==> src/rtl/uart_cfg_frame_parser.sv <==
// Assembles 4-byte HEADER/ADDR/DATA/CHK frames from the UART receiver and commits
// validated payloads into a bank of 8-bit configuration registers.
module uart_cfg_frame_parser #(
  parameter int unsigned NUM_REGS       = 8,
  parameter logic [7:0]  RESET_VAL      = 8'h80,
  parameter logic [7:0]  HEADER         = 8'hA5,
  parameter int unsigned TIMEOUT_CYCLES = 500000
) (
  input  logic                  Clk,
  input  logic                  Rst_n,
  input  logic [7:0]            rx_data,
  input  logic                  rx_done,
  output logic [8*NUM_REGS-1:0] cfg_bus,
  output logic                  cfg_we,
  output logic [3:0]            cfg_addr,
  output logic [7:0]            cfg_data,
  output logic                  frame_err,
  output logic [1:0]            err_code,
  output logic [7:0]            good_cnt,
  output logic [7:0]            err_cnt
);

  localparam int unsigned CntW = (TIMEOUT_CYCLES > 2) ? $clog2(TIMEOUT_CYCLES) : 1;

  typedef enum logic [1:0] {StIdle, StGetAddr, StGetData, StGetChk} state_e;

  state_e          state_q;
  logic [CntW-1:0] tmo_cnt_q;
  logic [7:0]      addr_q, data_q;
  logic [7:0]      regs_q [NUM_REGS];
  logic            cfg_we_q, frame_err_q;
  logic [3:0]      cfg_addr_q;
  logic [7:0]      cfg_data_q;
  logic [1:0]      err_code_q;
  logic [7:0]      good_cnt_q, err_cnt_q;

  logic            tmo_hit;
  logic [7:0]      chk_sum;
  logic            addr_bad;

  // The counter is cleared on the strobe edge, so it reads TIMEOUT_CYCLES-2 on the
  // edge where it would reach the terminal count.
  assign tmo_hit  = (tmo_cnt_q == CntW'(TIMEOUT_CYCLES - 2));
  assign chk_sum  = addr_q + data_q;
  assign addr_bad = (32'(addr_q) >= NUM_REGS);

  always_ff @(posedge Clk or negedge Rst_n) begin
    if (!Rst_n) begin
      state_q     <= StIdle;
      tmo_cnt_q   <= '0;
      addr_q      <= '0;
      data_q      <= '0;
      cfg_we_q    <= 1'b0;
      frame_err_q <= 1'b0;
      cfg_addr_q  <= '0;
      cfg_data_q  <= '0;
      err_code_q  <= 2'b00;
      good_cnt_q  <= '0;
      err_cnt_q   <= '0;
      for (int unsigned i = 0; i < NUM_REGS; i++) begin
        regs_q[i] <= RESET_VAL;
      end
    end else begin
      cfg_we_q    <= 1'b0;
      frame_err_q <= 1'b0;

      if (state_q == StIdle || rx_done) begin
        tmo_cnt_q <= '0;
      end else begin
        tmo_cnt_q <= tmo_cnt_q + 1'b1;
      end

      // A byte arriving on the terminal-count cycle takes priority over the timeout.
      if (state_q != StIdle && !rx_done && tmo_hit) begin
        state_q     <= StIdle;
        frame_err_q <= 1'b1;
        err_code_q  <= 2'b11;
        err_cnt_q   <= (err_cnt_q == 8'hFF) ? 8'hFF : err_cnt_q + 8'd1;
      end else if (rx_done) begin
        unique case (state_q)
          StIdle: begin
            if (rx_data == HEADER) state_q <= StGetAddr;
          end
          StGetAddr: begin
            addr_q  <= rx_data;
            state_q <= StGetData;
          end
          StGetData: begin
            data_q  <= rx_data;
            state_q <= StGetChk;
          end
          StGetChk: begin
            state_q <= StIdle;
            if (addr_bad || chk_sum != rx_data) begin
              frame_err_q <= 1'b1;
              err_code_q  <= addr_bad ? 2'b10 : 2'b01;
              err_cnt_q   <= (err_cnt_q == 8'hFF) ? 8'hFF : err_cnt_q + 8'd1;
            end else begin
              for (int unsigned i = 0; i < NUM_REGS; i++) begin
                if (addr_q == 8'(i)) regs_q[i] <= data_q;
              end
              cfg_we_q   <= 1'b1;
              cfg_addr_q <= addr_q[3:0];
              cfg_data_q <= data_q;
              good_cnt_q <= good_cnt_q + 8'd1;
            end
          end
          default: state_q <= StIdle;
        endcase
      end
    end
  end

  always_comb begin
    cfg_bus = '0;
    for (int unsigned i = 0; i < NUM_REGS; i++) begin
      cfg_bus[8*i +: 8] = regs_q[i];
    end
  end

  assign cfg_we    = cfg_we_q;
  assign cfg_addr  = cfg_addr_q;
  assign cfg_data  = cfg_data_q;
  assign frame_err = frame_err_q;
  assign err_code  = err_code_q;
  assign good_cnt  = good_cnt_q;
  assign err_cnt   = err_cnt_q;

endmodule

==> config.mk <==
export PLATFORM = sky130hd
export DESIGN_NAME = uart_cfg_frame_parser
export DESIGN_NICKNAME = d
export VERILOG_FILES = /design/src/rtl/uart_cfg_frame_parser.sv
export SDC_FILE = /design/constraint.sdc
export NUM_CORES = 1
export LEC_CHECK = 0
export ABC_CLOCK_PERIOD_IN_PS = 4100
export CORE_MARGIN = 3
export CORE_UTILIZATION = 40
export DETAILED_ROUTE_END_ITERATION = 16
export HOLD_SLACK_MARGIN = 0.15
export MAX_ROUTING_LAYER = met4
export PLACE_DENSITY = 0.68
export SYNTH_ARGS = -nofsm -noshare
export SYNTH_HDL_FRONTEND = slang
export SYNTH_SLANG_ARGS = --single-unit
==> constraint.sdc <==
create_clock -name Clk -period 4.1 [get_ports Clk]
set_input_delay 1.025 -clock Clk [delete_from_list [all_inputs] [get_ports Clk]]
set_output_delay 1.025 -clock Clk [all_outputs]
set_load 0.01 [all_outputs]
==> results.sh, run 1 <==
export IMPL_worstHoldPathType="reg -> reg"
export IMPL_cts_tree="yes"
export IMPL_tightest_slew_ns=0.869
export IMPL_worstPathArrival_ns=3.89
export IMPL_place_area_um2=7340
export IMPL_routed_wl_um=14000
export IMPL_status="completed"
export IMPL_clock_latency_ns=0.42
export IMPL_vias=3938
export IMPL_min_period_over_period=0.875
export IMPL_final_util=0.540
export IMPL_die_area_um2=16900
export IMPL_finalNetCount=596
export IMPL_cts_resized=0
export IMPL_drtPass1Iterations=4
export IMPL_core_um2=14800
export IMPL_setup_violations=0
export IMPL_finalSetupTns_ns=0
export IMPL_cts_setup_buffers=0
export IMPL_cts_buffer_depth=2
export IMPL_grt_first_pass_wirelength_um=22600
export IMPL_fillCellCount=1211
export IMPL_cts_root_buf="clkbuf_16"
export IMPL_syn_avg_cell_area_um2=13.4
export IMPL_skew_ns=0.00923
export IMPL_rows=44
export IMPL_drc_errors=0
export IMPL_grt_overflow=0
export IMPL_p_leak_nw=3.54
export IMPL_syn_to_final_growth_pct=29.5
export IMPL_path_clk_slew_ns=0.06
export IMPL_period_minus_slack_ns=3.59
export IMPL_timing_reg2reg_setup_slack_ns=0.51
export IMPL_syn_num_nets=488
export IMPL_fmax_mhz=279
export IMPL_cellPowerDensity_nw_per_um2=549
export IMPL_endpoint="cfg_bus[44]"
export IMPL_via_per_inst=5.15
export IMPL_initial_core_util=0.417
export IMPL_setup_worst_path_start="data_q[0]"
export IMPL_worstSetupEndpointType="flop"
export IMPL_antenna_cells=0
export IMPL_gp_congestion=0.879
export IMPL_grt_max_degree=97
export IMPL_synth_main_ff_cell="dfrtp_1"
export IMPL_yosysWarnings=0
export IMPL_slew_viol_final=0
export IMPL_slew_headroom=0.421
export IMPL_final_area_um2=7960
export IMPL_drive_gt1_frac=0.267
export IMPL_hold_buffers=0
export IMPL_crit_fanout=28
export IMPL_synth_seq_area_share=0.543
export IMPL_routedWlPerCell_um=18.3
export IMPL_critical_path_class="reg -> reg"
export IMPL_synth_edf_count=0
export IMPL_cap_violations=0
export IMPL_io_buffer_count=106
export IMPL_grt_use_total=0.180
export IMPL_die_width_um=130
export IMPL_critPathRequiredTime_ns=4.40
export IMPL_rr_startpoint="data_q[0]"
export IMPL_cts_buffers=17
export IMPL_async_flop_share=1.00
export IMPL_ys_types=55
export IMPL_start_kind="flop"
export IMPL_grt_setup_unrepaired="no"
export IMPL_antenna_found_initial=0
export IMPL_worst_r2r_cell_count=10
export IMPL_peakVddDrop_uv=343
export IMPL_drtAntennaViolNets=0
export IMPL_cts_sinks=133
export IMPL_power_mw=4.37
export IMPL_syn_cell_area_um2=6150
export IMPL_io_pin_count=107
export IMPL_hpwl_um=9520
export IMPL_drt_initial_drc_count=161
export IMPL_synthCells=460
export IMPL_h_tree_depth=4
export IMPL_hold_viol=0
export IMPL_synth_seq_cells=133
export IMPL_grt_pass1_vias=4212
export IMPL_fp_dieH_um=130
export IMPL_r2r_end="cfg_bus[44]"
==> critical path, stage by stage (launching register included) <==
cell      delay [ns]
dfrtp_1         0.53
ha_1            0.29
fa_1            0.43
a211oi_2        0.24
nor3b_1         0.11
o21a_1          0.18
o311ai_1        0.72
nor4_4          0.08
buf_4           0.29
and3_4          0.28
mux2_4          0.31
==> area by class of cell <==
| type | instances | area (um2) | share of cell area |
|---|---|---|---|
| clock buffer | 19 | 433 | 0.0544 |
| clock inverter | 13 | 184 | 0.0231 |
| inverter | 6 | 22.5 | 0.00283 |
| multi-input combinational | 301 | 2670 | 0.335 |
| sequential | 133 | 3340 | 0.419 |
| tap | 184 | 230 | 0.0289 |
| timing repair buffer | 109 | 1080 | 0.136 |
==> synthesized netlist by cell type, types with 5 or more instances <==
cell	number	area share
o21ai_0	9	0.0073
a21oi_1	12	0.0098
clkbuf_1	5	0.0031
xor2_1	16	0.023
nor2_1	27	0.016
mux2_2	73	0.13
and3_1	5	0.0051
nand4_1	7	0.0071
dfrtp_1	125	0.51
dfstp_2	8	0.034
nand2_1	30	0.018
inv_1	6	0.0037
mux2_4	24	0.059
buf_1	8	0.0049
ha_1	16	0.033
xnor2_1	15	0.021
nand3_1	15	0.012
==> cells by family (layout without fill, tap and decap cells) <==
logic type,Yosys count,after routing,share of synthesized area
AOI/OAI and AO/OA,39,39,0.0480
xor gates and xnor gates,31,31,0.0442
adders and majority gates,17,17,0.0358
buffers and inverters,26,147,0.0240
DFF,133,133,0.543
muxes,101,101,0.199
and+or+nand+nor,113,113,0.106
==> state kept, by name (all words and copies together), names as in the netlist, 2 cells and up <==
| name | flops |
|---|---|
| cfg_addr | 4 |
| tmo_cnt_q | 19 |
| err_cnt | 8 |
| state_q | 2 |
| good_cnt | 8 |
| cfg_bus | 64 |
| cfg_data | 8 |
| err_code | 2 |
| data_q | 8 |
| addr_q | 8 |
==> report_power, final <==
part / internal, mW / switching (mW)
Sequential: 1.43 / 0.303
Clock: 1.02 / 0.583
Combinational: 0.472 / 0.565
==> per-layer routing <==
metal | track usage | vias to the layer above | part of all wire
met5 | - | - | 0
met4 | 0.0458 | 0 | 0.012
met3 | 0.0667 | 18 | 0.061
met2 | 0.285 | 100 | 0.49
met1 | 0.219 | 1988 | 0.44
li1 | - | 1832 | -
==> cells in the final DEF, fill, tap and decap left out, types with 2 or more instances in the layout <==
cell type and n:
clkdlybuf4s50_1 105, nand3_1 15, clkinv_4 3, inv_1 6, nand2b_1 2, a21oi_1 12
dfrtp_1 125, xor2_1 16, a21o_1 2, nand2_1 30, mux2_2 73, o211ai_1 2
and3_4 3, mux2i_1 3, buf_4 3, clkbuf_16 17, nand4_1 7, nor2_1 27
o21ai_0 9, bufinv_16 4, xnor2_1 15, nand3_4 3, clkinv_2 3, or3_1 4
clkbuf_1 2, nor2b_1 3, ha_1 16, dfstp_2 8, nor4_1 2, mux2_4 24
clkinvlp_4 3, or4bb_1 2, a211o_1 2, and3_1 5
==> worst min-delay path by stage <==
stage	cells after the start	start	end
floorplan	1	tmo_cnt_q[0]	tmo_cnt_q[0]
global placement	1	good_cnt[7]	good_cnt[7]
detailed placement	1	good_cnt[7]	good_cnt[7]
CTS	1	good_cnt[7]	good_cnt[7]
global route	1	good_cnt[7]	good_cnt[7]
finish	1	good_cnt[7]	good_cnt[7]
==> through the flow <==
step                worst slack (ns)  hold WS, ns  std cells
floorplan                       1.06        0.468        460
CTS                            0.491        0.477        765
global placement               0.342        0.464        733
global route                   0.354        0.501        765
finish                         0.511        0.471        765
detailed placement             0.261        0.469        733
No activity file was read; power rests on OpenSTA's default activity.
==> inputs of run 2 (changes only) <==
Settings changed: ABC_CLOCK_PERIOD_IN_PS 4100 to 3610, SKIP_CTS_REPAIR_TIMING set to 1.
Clock period 4.1 ns to 3.61 ns, I/O delays scaled along.
==> run 2 against run 1 <==
  * Clock power rose by 16%
  * Global-route usage rose by 0.33 points
  * Total power rose by 16%
  * Die area did not move
  * Combinational power rose by 32%
  * Critical endpoint is now cfg_bus[62]
==> results.sh, run 2 (synthesized netlist as in run 1, its figures left out) <==
export IMPL_routed_wl_um=14200
export IMPL_rr_startpoint="addr_q[0]"
export IMPL_status="completed"
export IMPL_cts_buffers=17
export IMPL_rows=44
export IMPL_antenna_found_initial=0
export IMPL_cts_root_buf="clkbuf_16"
export IMPL_grt_setup_unrepaired="no"
export IMPL_fp_dieH_um=130
export IMPL_p_leak_nw=3.61
export IMPL_core_um2=14800
export IMPL_grt_pass1_vias=4230
export IMPL_finalNetCount=606
export IMPL_grt_first_pass_wirelength_um=22900
export IMPL_syn_to_final_growth_pct=31.4
export IMPL_fin_ws_ns=0.182
export IMPL_slew_viol_final=0
export IMPL_power_mw=5.08
export IMPL_skew_ns=0.0120
export IMPL_io_buffer_count=106
export IMPL_setup_violations=0
export IMPL_cts_buffer_depth=2
export IMPL_vias=4056
export IMPL_hold_viol=0
export IMPL_slew_headroom=0.380
export IMPL_worstHoldPathType="in -> async"
export IMPL_r2r_end="cfg_bus[62]"
export IMPL_h_tree_depth=4
export IMPL_antenna_cells=0
export IMPL_place_ws_ns=-0.0428
export IMPL_critical_path_class="reg -> reg"
export IMPL_worst_r2r_cell_count=10
export IMPL_start_kind="flop"
export IMPL_grt_use_total=0.183
export IMPL_period_minus_slack_ns=3.43
export IMPL_routedWlPerCell_um=18.4
export IMPL_layout_common_cells="dfrtp_1, clkdlybuf4s50_1, mux2_2"
export IMPL_crit_fanout=11
export IMPL_layout_commonest_cell="dfrtp_1"
export IMPL_path_clk_slew_ns=0.06
export IMPL_setup_worst_path_start="addr_q[0]"
export IMPL_min_period_over_period=0.950
export IMPL_drc_errors=0
export IMPL_grt_max_degree=57
export IMPL_cellPowerDensity_nw_per_um2=629
export IMPL_largest_register_ffs=64
export IMPL_via_per_inst=5.23
export IMPL_drtAntennaViolNets=0
export IMPL_timing_reg2reg_setup_slack_ns=0.18
export IMPL_drt_initial_drc_count=154
export IMPL_endpoint="cfg_bus[62]"
export IMPL_peakVddDrop_uv=438
export IMPL_drtPass1Iterations=4
export IMPL_timing_hold_ws_ns=0.450
export IMPL_die_area_um2=16900
export IMPL_fmax_mhz=292
export IMPL_worstSetupEndpointType="flop"
export IMPL_worstPathArrival_ns=3.73
export IMPL_cap_violations=0
export IMPL_tightest_slew_ns=0.916
export IMPL_cts_sinks=133
export IMPL_io_pin_count=107
export IMPL_critPathRequiredTime_ns=3.92
export IMPL_grt_overflow=0
export IMPL_gp_congestion=0.877
export IMPL_initial_core_util=0.417
export IMPL_hpwl_um=9740
export IMPL_clock_latency_ns=0.42
export IMPL_die_width_um=130
export IMPL_cts_tree="yes"
export IMPL_drive_gt1_frac=0.284
-- run 2: layout make-up --
type | instances | area (um2)
inverters | 6 | 22.5
repair buffers | 119 | 1170
fillers | 1233 | 6680
multi-input cells | 301 | 2670
flip-flops and latches | 133 | 3340
clock inverters | 12 | 176
clock buffers | 20 | 467
well taps | 184 | 230
-- run 2: metal layers --
layer / global-route usage / share of wire
met3: 0.0700 / 0.066
met2: 0.288 / 0.50
met1: 0.224 / 0.43
met5: - / 0
met4: 0.0458 / 0.0064
-- run 2: worst max-delay path, cell delays in order (launching register included) --
cell and delay, ns:
dfrtp_1 0.39, ha_1 0.23, fa_1 0.44, a211oi_2 0.25, nor3b_1 0.11, o21a_1 0.19, o311ai_1 0.79, nor4_4 0.10
buf_12 0.19, and4_1 0.32, mux2_2 0.32
-- run 2: how the worst min path moves through the flow --
stage | endpoint | slack, ns | cells after the start
after global routing | tmo_cnt_q[15] | 0.48 | 1
after detailed placement | good_cnt[7] | 0.48 | 1
final | tmo_cnt_q[15] | 0.45 | 1
after floorplan | tmo_cnt_q[0] | 0.47 | 1
after global placement | good_cnt[7] | 0.46 | 1
after CTS | cfg_addr[2] | 0.46 | 1
-- run 2: where the power goes --
group / switching [mW] / internal [mW] / total (mW)
Clock: 0.644 / 1.21 / 1.85
Combinational: 0.788 / 0.583 / 1.37
Sequential: 0.221 / 1.63 / 1.85
Total: 1.65 / 3.43 / 5.08
-- run 2: through the flow --
| stage | utilization | TNS, ns | instances | instance area (um2) |
|---|---|---|---|---|
| 4_1_cts | 0.547 | 0 | 775 | 8080 |
| 6_report | 0.547 | 0 | 775 | 8080 |
| 3_3_place_gp | 0.504 | 0 | 743 | 7430 |
| 2_1_floorplan | - | 0 | 460 | 6150 |
| 3_5_place_dp | 0.504 | -0.224 | 743 | 7430 |
| 5_1_grt | 0.547 | 0 | 775 | 8080 |
